==> config.mk <==
export PLATFORM = sky130hd
export DESIGN_NAME = right_shifter_mc
export DESIGN_NICKNAME = d
export VERILOG_FILES = /design/src/rtl/right_shifter_pkg.sv /design/src/rtl/rs_lane.sv /design/src/rtl/right_shifter_mc.sv
export SDC_FILE = /design/constraint.sdc
export NUM_CORES = 1
export LEC_CHECK = 0
export ABC_AREA = 1
export CELL_PAD_IN_SITES_DETAIL_PLACEMENT = 0
export CELL_PAD_IN_SITES_GLOBAL_PLACEMENT = 1
export CORE_ASPECT_RATIO = 0.5
export CORE_MARGIN = 4
export CORE_UTILIZATION = 42
export DETAILED_ROUTE_END_ITERATION = 6
export DONT_BUFFER_PORTS = 1
export HOLD_SLACK_MARGIN = 0.1
export PLACE_DENSITY = 0.83
export SLEW_MARGIN = 15
export SYNTH_ARGS = -nofsm -noshare
export SYNTH_HDL_FRONTEND = slang
export SYNTH_SLANG_ARGS = --single-unit
==> constraint.sdc <==
create_clock -name Clock -period 1.8 [get_ports Clock]
set_input_delay 0.36 -clock Clock [delete_from_list [all_inputs] [get_ports Clock]]
set_output_delay 0.36 -clock Clock [all_outputs]
set_load 0.05 [all_outputs]
==> src/rtl/right_shifter_pkg.sv <==
// Shared types and helpers for the multi-channel right shifter.
// Holds the controller state encoding and width/shift utilities.
package right_shifter_pkg;

  typedef enum logic [1:0] {
    IDLE  = 2'd0,
    SHIFT = 2'd1,
    FINAL = 2'd2
  } state_t;

  localparam int MAXW = 64;

  function automatic int clog2(input int v);
    int r;
    r = 0;
    while ((1 << r) < v) r++;
    return r;
  endfunction

  // Right shift of the low w bits of v by k, filling vacated bits
  function automatic logic [MAXW-1:0] shr_fill(
    input logic [MAXW-1:0] v,
    input int              w,
    input int              k,
    input logic            fill
  );
    logic [MAXW-1:0] m;
    logic [MAXW-1:0] r;
    m = (64'd1 << w) - 64'd1;
    r = (v & m) >> k;
    if (fill) r = r | (m & ~(m >> k));
    return r;
  endfunction

endpackage

==> src/rtl/rs_lane.sv <==
// One data lane: shift register, guard bit and rounding adder.
// Driven in lockstep by the shared controller strobes.
module rs_lane
  import right_shifter_pkg::*;
#(
  parameter int BW = 15,
  parameter int KW = 4
) (
  input  logic          Clock,
  input  logic          Reset,
  input  logic          load,
  input  logic          shift,
  input  logic          fin,
  input  logic          arith,
  input  logic          round,
  input  logic [KW-1:0] k,
  input  logic [BW-1:0] din,
  output logic [BW-1:0] dout
);

  logic [BW-1:0]   sr_q;
  logic            g_q;
  logic [BW-1:0]   out_q;
  logic [MAXW-1:0] shv;
  logic [MAXW-1:0] gv;
  logic            fill;

  assign fill = arith & sr_q[BW-1];
  assign shv  = shr_fill(MAXW'(sr_q), BW, int'(k), fill);
  assign gv   = MAXW'(sr_q) >> (int'(k) - 1);
  assign dout = out_q;

  always_ff @(posedge Clock or negedge Reset) begin
    if (!Reset) begin
      sr_q  <= '0;
      g_q   <= 1'b0;
      out_q <= '0;
    end else begin
      if (load) begin
        sr_q <= din;
        g_q  <= 1'b0;
      end else if (shift) begin
        sr_q <= shv[BW-1:0];
        g_q  <= gv[0];
      end
      if (fin) out_q <= sr_q + BW'(g_q & round);
    end
  end

endmodule

==> src/rtl/right_shifter_mc.sv <==
// Multi-channel iterative right shifter with Start/Busy/Done handshake.
// Controller, remaining counter and amount clamp around CH lanes.
module right_shifter_mc
  import right_shifter_pkg::*;
#(
  parameter int BW    = 15,
  parameter int CH    = 2,
  parameter int STEP  = 1,
  parameter int AMT_W = 5
) (
  input  logic             Clock,
  input  logic             Reset,
  input  logic             Start,
  input  logic             Arith,
  input  logic             Round,
  input  logic [AMT_W-1:0] Amount,
  input  logic [CH*BW-1:0] In,
  output logic [CH*BW-1:0] Out,
  output logic             Busy,
  output logic             Done
);

  localparam int RW = clog2(BW + 1);

  state_t        state_q, state_d;
  logic [RW-1:0] rem_q, rem_d;
  logic [RW-1:0] amt_c;
  logic [RW-1:0] k;
  logic          busy_q, busy_d;
  logic          done_q, done_d;
  logic          arith_q, round_q;
  logic          load, shift, fin;

  assign amt_c = (32'(Amount) > BW) ? RW'(BW) : RW'(Amount);
  assign k     = (32'(rem_q) > STEP) ? RW'(STEP) : rem_q;
  assign Busy  = busy_q;
  assign Done  = done_q;

  always_comb begin
    state_d = state_q;
    rem_d   = rem_q;
    busy_d  = busy_q;
    done_d  = 1'b0;
    load    = 1'b0;
    shift   = 1'b0;
    fin     = 1'b0;
    unique case (state_q)
      IDLE: begin
        if (Start) begin
          load    = 1'b1;
          busy_d  = 1'b1;
          rem_d   = amt_c;
          state_d = (amt_c != '0) ? SHIFT : FINAL;
        end
      end
      SHIFT: begin
        shift = 1'b1;
        rem_d = rem_q - k;
        if (rem_q == k) state_d = FINAL;
      end
      FINAL: begin
        fin     = 1'b1;
        done_d  = 1'b1;
        busy_d  = 1'b0;
        state_d = IDLE;
      end
      default: state_d = IDLE;
    endcase
  end

  always_ff @(posedge Clock or negedge Reset) begin
    if (!Reset) begin
      state_q <= IDLE;
      rem_q   <= '0;
      busy_q  <= 1'b0;
      done_q  <= 1'b0;
      arith_q <= 1'b0;
      round_q <= 1'b0;
    end else begin
      state_q <= state_d;
      rem_q   <= rem_d;
      busy_q  <= busy_d;
      done_q  <= done_d;
      if (load) begin
        arith_q <= Arith;
        round_q <= Round;
      end
    end
  end

  for (genvar c = 0; c < CH; c++) begin : g_lane
    rs_lane #(
      .BW(BW),
      .KW(RW)
    ) u_lane (
      .Clock(Clock),
      .Reset(Reset),
      .load (load),
      .shift(shift),
      .fin  (fin),
      .arith(arith_q),
      .round(round_q),
      .k    (k),
      .din  (In[c*BW +: BW]),
      .dout (Out[c*BW +: BW])
    );
  end

endmodule

After elaboration in Yosys (flattened, before gate mapping)
Index checks and enable logic that the tools add are counted.

Word-level logic and storage cells: 67. Register bits: 72. Output and inout port bits: 32.

Mux-type cells: 24. Bitwise operators: 7. Add/subtract/negate cells: 4. Equality and inequality tests: 5. Reduce and logical (&&, ||, !) cells: 8. Shift operators: 5. Order comparisons: 2.

Operators with widths (count): 15-bit two-way mux (6); 15-bit by 32-bit right shift with 1-bit output (2); 15-bit adder (2); 15-bit OR (2); 15-bit by 4-bit right shift with 15-bit output (2); 15-bit inverter (1); 15-bit by 4-bit right shift with 15-bit output, first input constant (1); 4-bit two-way mux (3); 1-bit two-way mux (9); 4-bit case mux with 2 select lines (1); 2-bit two-way mux (3); 2-bit AND reduction (3); 2-bit nonzero test (3); 5-bit by 4-bit greater-than comparator with 1-bit output, second input constant (1); 4-bit by 1-bit subtractor with 5-bit output, second input constant (1); 1-bit AND (4); 4-bit equality test (1); 4-bit by 1-bit greater-than comparator with 1-bit output, second input constant (1); 2-bit inequality test, second input constant (2); 2-bit case mux with 2 select lines (1); 4-bit nonzero test (1); 4-bit subtractor (1); 2-bit by 1-bit equality test with 1-bit output, second input constant (1); 2-bit equality test, second input constant (1); 2 further kinds (2).

Depth between registers and ports, before layout
Gate-level depths: netlist of the first run.

Depth in word-level cells: 8. Gate-level depth with buffers: 12. Depth with buffers taken out: 12.

Cells and area by module
Synthesis of the first run repeated with hierarchy kept, for this count alone.

Cell total of the unflattened synthesis: 853. Area, all modules: 5866.9 µm².

Modules (own cells, without submodules): rs_lane (times used 2, area each 2655.0 µm², sequential area each 775.7 µm², cells each 389); right_shifter_mc (times used 1, area each 556.8 µm², sequential area each 250.2 µm², cells each 75).

Least setup slack after synthesis of the first run
No wires, ideal clock.

Path type: register to register. Start point: register rem_q[1]. End point: register g_lane[0].u_lane.g_q. Setup time: 0.116 ns. Stages on the path, launching flop included: 12. Setup slack: 0.036 ns. Data arrival time: 1.648 ns. Period minus slack after synthesis: 1.764 ns. Buffers on the path: 0. Cell sequence: dfrtp_1 nor2_4 nand2_2 inv_1 ha_1 ha_1 inv_1 nand3_1 nand3_1 nand2_1 nand2_1 nand2_1.

Cells in the longest elaborated chain, start to end: 6.

Ends and longest elaborated chain: start: declaration (line right_shifter_mc.sv:26) `logic [RW-1:0] rem_q, rem_d;`; start signal: assignment (line right_shifter_mc.sv:81) `rem_q <= rem_d;`; 4-bit by 1-bit greater-than comparator with 1-bit output (line right_shifter_mc.sv:35) `assign k = (32'(rem_q) > STEP) ? RW'(STEP) : rem_q;`; 4-bit two-way mux * (line right_shifter_mc.sv:35); 4-bit by 1-bit subtractor with 5-bit output * (line rs_lane.sv:30) `assign gv = MAXW'(sr_q) >> (int'(k) - 1);`; 15-bit by 32-bit right shift with 1-bit output * (line rs_lane.sv:30); 1-bit two-way mux * (line rs_lane.sv:42) `end else if (shift) begin`; 1-bit two-way mux * (line rs_lane.sv:39) `if (load) begin`; end signal: assignment (line rs_lane.sv:44) `g_q <= gv[0];`; end: declaration (line rs_lane.sv:22) `logic g_q;`.

Mark *: on every way between the ends. The rest lies on a longest branch, timed or not. The select of a mux whose other input is x is not followed. A chain may end at the register's enable or synchronous reset.

Worst setup path after layout of the first run
Start point: register round_q. End point: register g_lane[1].u_lane.out_q[8].

Cells in the longest elaborated chain, start to end: 2.

Ends and longest elaborated chain: start: declaration (line right_shifter_mc.sv:31) `logic arith_q, round_q;`; start signal: assignment (line right_shifter_mc.sv:86) `round_q <= Round;`; 1-bit AND (line rs_lane.sv:46) `if (fin) out_q <= sr_q + BW'(g_q & round);`; 15-bit adder (line rs_lane.sv:46); end signal: assignment (line rs_lane.sv:46); end: declaration (line rs_lane.sv:23) `logic [BW-1:0] out_q;`.

No other way between the ends.

==> results.json, run 1 <==
{
  "clock_sinks": 72,
  "route.final.wire_length_um": 11800,
  "cp-end-kind": "register",
  "grt_max_degree": 73,
  "dpl.cell_count": 635,
  "grt_pass1_vias": 3458,
  "die_width_um": 146,
  "area_of_the_die_um2": 11200,
  "final-hold-violation-count": 72,
  "clock_latency_ns": 0.33,
  "areaGrowthSynthToFinish_pct": 15.7,
  "floorplan.rows": 24,
  "final_nets": 584,
  "peak_ir_drop_on_the_vdd_network_uv": 602,
  "n_antenna_cell": 0,
  "cellLeakagePower_nw": 2.25,
  "antenna_found_initial": 0,
  "drc": 0,
  "drv_cap": 0,
  "clock_tree_from_tritoncts": "built",
  "critical_path_peak_fanout": 3,
  "synth_largest_area_cell": "dfrtp_1",
  "xor_and_xnor_area_share_after_synthesis": 0.0131,
  "most_frequent_standard_cell_in_the_layout_excluding_fill_and_tap_cells": "nand2_1",
  "port-buffer-count": 0,
  "place.gp.congestion": 0.869,
  "placeable_core_area_um2": 8980,
  "cts.htree.levels": 3,
  "design_power_total_mw": 10.2,
  "finalCritPeriodShare": 0.947,
  "synth.lib_cells_used.distinct": 34,
  "detail_route.vias_per_cell": 5.59,
  "num_vias": 3670,
  "max-clock-path-buffers": 2,
  "worstSetupPathType": "reg -> reg",
  "grt_first_pass_wirelength_um": 18900,
  "synth.area.top_cells": "dfrtp_1 (45%), nand2_1 (13%), nand3_1 (6.0%)",
  "globalRoute.busiestLayer": "met1",
  "synthCells": 519,
  "globalRouteOverflowTotal": 0,
  "antenna_violating_nets_post_route": 0,
  "global_route.usage.met1": 0.313,
  "fin_skew_ns": 0.00696,
  "timing.slew.headroom": 0.661,
  "synthFlopType": "dfrtp_1",
  "worst_hold_path_type": "in -> async",
  "netlist_area_before_placement_um2": 4000,
  "violations_in_the_final_reports": "hold timing",
  "worstMarginPinSlew_ns": 0.509,
  "drt_first_pass_iters": 6,
  "clk_transition_reported_paths_ns": 0.06,
  "crit_arrival_ns": 1.91,
  "crit_required_ns": 2.01,
  "drt_iter0_markers": 330,
  "post_layout_nonfiller_instances": 656,
  "complex_gate_fraction_of_the_synthesized_area": 0.158,
  "timing.final.crit_period_ns": 1.70,
  "proportion_of_synthesized_flip_flops_having_asynchronous_set_or_reset": 1.00,
  "synth_largest_type_area_fraction": 0.451,
  "wire_per_inst_um": 18.0,
  "detailed_place_hpwl_um": 8640,
  "avgSynthCellArea_um2": 7.70,
  "cts_root_buffer": "clkbuf_16",
  "height_of_the_die_um": 77.0,
  "synthesis.yosys.warnings": 0,
  "track_usage": 0.213,
  "power.density_nw_per_um2": 2210,
  "gr-usage-met2": 0.289,
  "share_of_final_layout_standard_cells_stronger_than_drive_strength_1": 0.121,
  "postSynthRegisterBits": 72,
  "report.final.slew_viol_count": 0,
  "synth_top_family_by_area": "simple AND/OR/NAND/NOR gates",
  "io_pins": 72,
  "synth_enable_flop_cells": 0,
  "run_status": "complete, but fails checks",
  "synthMuxAreaShare": 0,
  "numCtsBuffers": 9,
  "achievable-frequency_ghz": 0.587,
  "floorplan.initialDensity": 0.445,
  "commonest_cells_after_routing_fill_and_taps_aside": "nand2_1 (134), dfrtp_1 (72), inv_1 (48), nand3_1 (47), o21ai_0 (44)",
  "timing.final.setup_violations": 0,
  "groute.layer.met3.usage": 0.0854,
  "basic_gate_share_of_the_synthesized_area_counting_and_or_nand_and_nor_cells": 0.269,
  "fin_worst_hold_slack_ns": -0.277,
  "synthAdderAreaFrac": 0.0282,
  "critPathLaunchType": "register",
  "synth_seq_area_share": 0.451
}
-- stage by stage --
step / setup TNS, ns / setup WS [ns] / area (um^2) / utilization / hold slack (ns)
3_3_place_gp: 0 / 0.0595 / 4180 / 0.466 / 0.0673
4_1_cts: 0 / 0.0316 / 4500 / 0.502 / -0.286
2_1_floorplan: 0 / 0.0360 / 4010 / - / 0.0644
5_1_grt: -0.0287 / -0.0195 / 4620 / 0.515 / -0.290
6_report: 0 / 0.0951 / 4620 / 0.515 / -0.277
3_5_place_dp: 0 / 0.0309 / 4180 / 0.466 / 0.0669
-- sequential cells by signal (all words and copies together), names as in the netlist --
register,flops
g_lane.u_lane.dout,30
g_lane.u_lane.sr_q,30
rem_q,4
g_lane.u_lane.g_q,2
state_q,2
Busy,1
Done,1
arith_q,1
round_q,1
-- layer usage --
metal / wire length [um] / share of wire
met5: 0 / 0
met4: 170 / 0.014
met3: 1280 / 0.11
met2: 4660 / 0.40
met1: 5670 / 0.48
-- worst max-delay path, cell delays in order (launching register included) --
cell and delay (ns):
dfrtp_1 0.39, nand2_1 0.06, inv_1 0.04, ha_1 0.20
ha_1 0.19, nand2_1 0.21, nor2_4 0.06, buf_4 0.15
a21oi_1 0.18, o21ai_0 0.11
-- where the power goes --
part           switching [mW]  internal (mW)  total [mW]
clock                   0.664           1.28        1.94
sequential               2.01           2.41        4.43
combinational            2.41           1.42        3.84
total                    5.09           5.11        10.2
-- final timing paths --
| check | startpoint | end | slack [ns] | cells after the start |
|---|---|---|---|---|
| min in group Clock | Arith | arith_q$_DFFE_PN0P_ | 0.16 | 2 |
| worst min-delay path | Reset | state_q[1]$_DFFE_PN0P_ | -0.28 | 0 |
| worst min register to register | g_lane[0].u_lane.g_q$_DFFE_PN0P_ | g_lane[0].u_lane.g_q$_DFFE_PN0P_ | 0.49 | 2 |
| max in group asynchronous | Reset | g_lane[1].u_lane.dout[7]$_DFFE_PN0P_ | 1.95 | 0 |
| worst max-delay path | round_q$_DFFE_PN0P_ | g_lane[1].u_lane.dout[8]$_DFFE_PN0P_ | 0.1 | 9 |
| worst max register to register | round_q$_DFFE_PN0P_ | g_lane[1].u_lane.dout[8]$_DFFE_PN0P_ | 0.1 | 9 |
-- logic make-up after synthesis --
group	after synthesis
AO/OA/AOI/OAI	109
XOR/XNOR	6
adder cells (fa/ha/maj)	9
other	2
AND/OR/NAND/NOR	248
buffers and inverters	73
flip-flops	72
-- synth_stat cells, types with 5 or more instances --
cell type,count
nand2_1,137
dfrtp_1,72
inv_1,49
nand3_1,48
o21ai_0,44
nor2_1,38
o22ai_1,23
a22oi_1,12
a21oi_1,9
buf_2,9
ha_1,9
o21ai_1,8
nand4_1,7
nor3_1,7
xor2_1,6
clkbuf_1,5
-- repair_timing --
action / CTS / global route
hold endpoints to repair: 72 / 72
setup endpoints to repair: 0 / 14
gates resized for setup: 0 / 18
setup buffers: 0 / 6
-- final cells by class --
class	instances	area [um^2]
clock buffers	12	256
clock inverters	3	65.1
fillers	874	4350
inverters	52	195
multi-input cells	376	1970
flip-flops and latches	72	1800
well taps	117	146
repair buffers	24	193
No activity file was read; power rests on OpenSTA's default activity.
==> run 2: changes to the inputs <==
CORE_UTILIZATION = 50   (was 42)
PLACE_DENSITY = 0.92   (was 0.83)
clock period = 2 ns   (was 1.8 ns; I/O delays follow)
==> results.json, run 2 (synthesis results as in run 1) <==
{
  "areaGrowthSynthToFinish_pct": 11.8,
  "port-buffer-count": 0,
  "critical_path_peak_fanout": 3,
  "floorplan.initialDensity": 0.530,
  "place.gp.congestion": 0.922,
  "drv_cap": 0,
  "share_of_final_layout_standard_cells_stronger_than_drive_strength_1": 0.0852,
  "antenna_found_initial": 0,
  "cp_cell_sequence": "nand2_1 > inv_1 > ha_1 > ha_1 > nand2_1 > nor3_1 > nand3_1 > nand2_1 > nand2_1 > nand2_1 > nand2_1",
  "worstMarginPinSlew_ns": 0.618,
  "drt_first_pass_iters": 5,
  "worst_hold_path_type": "in -> async",
  "track_usage": 0.247,
  "run_status": "complete, but fails checks",
  "grt_setup_unrepaired": "no",
  "clock_tree_from_tritoncts": "built",
  "worstSetupPathType": "reg -> reg",
  "timing.final.crit_period_ns": 1.88,
  "fin_worst_hold_slack_ns": -0.247,
  "dpl.cell_count": 619,
  "layout_setup_ws_ns": 0.118,
  "final-hold-violation-count": 72,
  "fillers": 718,
  "max-clock-path-buffers": 2,
  "antenna_violating_nets_post_route": 0,
  "drc": 0,
  "cts_root_buffer": "clkbuf_16",
  "cp_common_cell": "nand2_1",
  "cp_bufs_invs": 1,
  "finalCritPeriodShare": 0.941,
  "clk_transition_reported_paths_ns": 0.06,
  "height_of_the_die_um": 71.2,
  "clock_sinks": 72,
  "globalRouteOverflowTotal": 0,
  "crit_arrival_ns": 2.11,
  "design_power_total_mw": 9.08,
  "final_nets": 572,
  "report.final.slew_viol_count": 0,
  "clock_latency_ns": 0.34,
  "wire_per_inst_um": 17.9,
  "cellLeakagePower_nw": 2.19,
  "most_frequent_standard_cell_in_the_layout_excluding_fill_and_tap_cells": "nand2_1",
  "cts.htree.levels": 3,
  "post_place_setup_slack_ns": 0.198,
  "placeable_core_area_um2": 7540,
  "peak_ir_drop_on_the_vdd_network_uv": 774,
  "n_antenna_cell": 0,
  "floorplan.rows": 22,
  "drt_iter0_markers": 377,
  "detail_route.vias_per_cell": 5.69,
  "critical-path-slowest-cell": "nor3_1",
  "die_width_um": 134,
  "cpPeakStageDelay_ns": 0.38,
  "grt_first_pass_wirelength_um": 18300,
  "grt_max_degree": 73,
  "detailed_place_hpwl_um": 8160,
  "commonest_cells_after_routing_fill_and_taps_aside": "nand2_1 (137), dfrtp_1 (72), inv_1 (48), nand3_1 (48), o21ai_0 (44)",
  "grt_pass1_vias": 3421,
  "post_layout_nonfiller_instances": 636,
  "violations_in_the_final_reports": "hold timing",
  "achievable-frequency_ghz": 0.531,
  "power.density_nw_per_um2": 2030,
  "num_vias": 3619,
  "critPathLaunchType": "register",
  "timing.final.setup_violations": 0,
  "route.final.wire_length_um": 11400,
  "crit_required_ns": 2.23,
  "cp-end-kind": "register",
  "area_of_the_die_um2": 9580,
  "numCtsBuffers": 9,
  "io_pins": 72,
  "timing.slew.headroom": 0.588,
  "worst_path_dominant_cell_family": "simple AND/OR/NAND/NOR gates",
  "fin_skew_ns": 0.00862,
  "final.setup.tns_ns": 0
}
run 2: worst paths after layout:
| kind | startpoint | end | slack, ns | depth (start not counted) |
|---|---|---|---|---|
| min in group Clock | In[29] | g_lane[1].u_lane.sr_q[14]$_DFFE_PN0P_ | 0.19 | 2 |
| max reg2reg | round_q$_DFFE_PN0P_ | g_lane[1].u_lane.dout[14]$_DFFE_PN0P_ | 0.12 | 11 |
| max in group asynchronous | Reset | Done$_DFF_PN0_ | 2.14 | 0 |
| min reg2reg | g_lane[1].u_lane.g_q$_DFFE_PN0P_ | g_lane[1].u_lane.g_q$_DFFE_PN0P_ | 0.49 | 2 |
| max | round_q$_DFFE_PN0P_ | g_lane[1].u_lane.dout[14]$_DFFE_PN0P_ | 0.12 | 11 |
| min | Reset | g_lane[0].u_lane.sr_q[13]$_DFFE_PN0P_ | -0.25 | 0 |
run 2: per-stage QoR:
stage           util  area [um^2]
2_1_floorplan      -         4010
3_3_place_gp   0.546         4120
3_5_place_dp   0.546         4120
4_1_cts        0.589         4440
5_1_grt        0.593         4470
6_report       0.593         4470
run 2: area by class of cell:
cell class,count,area [um^2],share of cell area
Tap cell,108,135,0.0302
Clock buffer,9,225,0.0504
Sequential cell,72,1800,0.403
Multi-Input combinational cell,376,1900,0.424
Timing Repair Buffer,12,115,0.0258
Inverter,52,195,0.0437
Clock inverter,7,101,0.0227
run 2: timing repair:
item	4_1_cts	5_1_grt
buffers inserted	0	1
hold endpoints to repair	72	72
resized for setup	0	3
setup endpoints to repair	0	5
run 2: layer usage:
layer,track usage,up-vias,part of all wire,wire [um]
li1,-,1750,-,-
met1,0.360,1700,0.48,5480
met2,0.330,155,0.39,4480
met3,0.121,14,0.12,1340
met4,0.0519,0,0.0069,78
met5,0,-,0,0
run 2: power by group:
| group | internal (mW) | leakage (nW) | switching (mW) |
|---|---|---|---|
| clock | 1.10 | 0.153 | 0.665 |
| sequential | 2.17 | 0.869 | 1.83 |
| combinational | 1.20 | 1.17 | 2.11 |
| total | 4.47 | 2.19 | 4.60 |
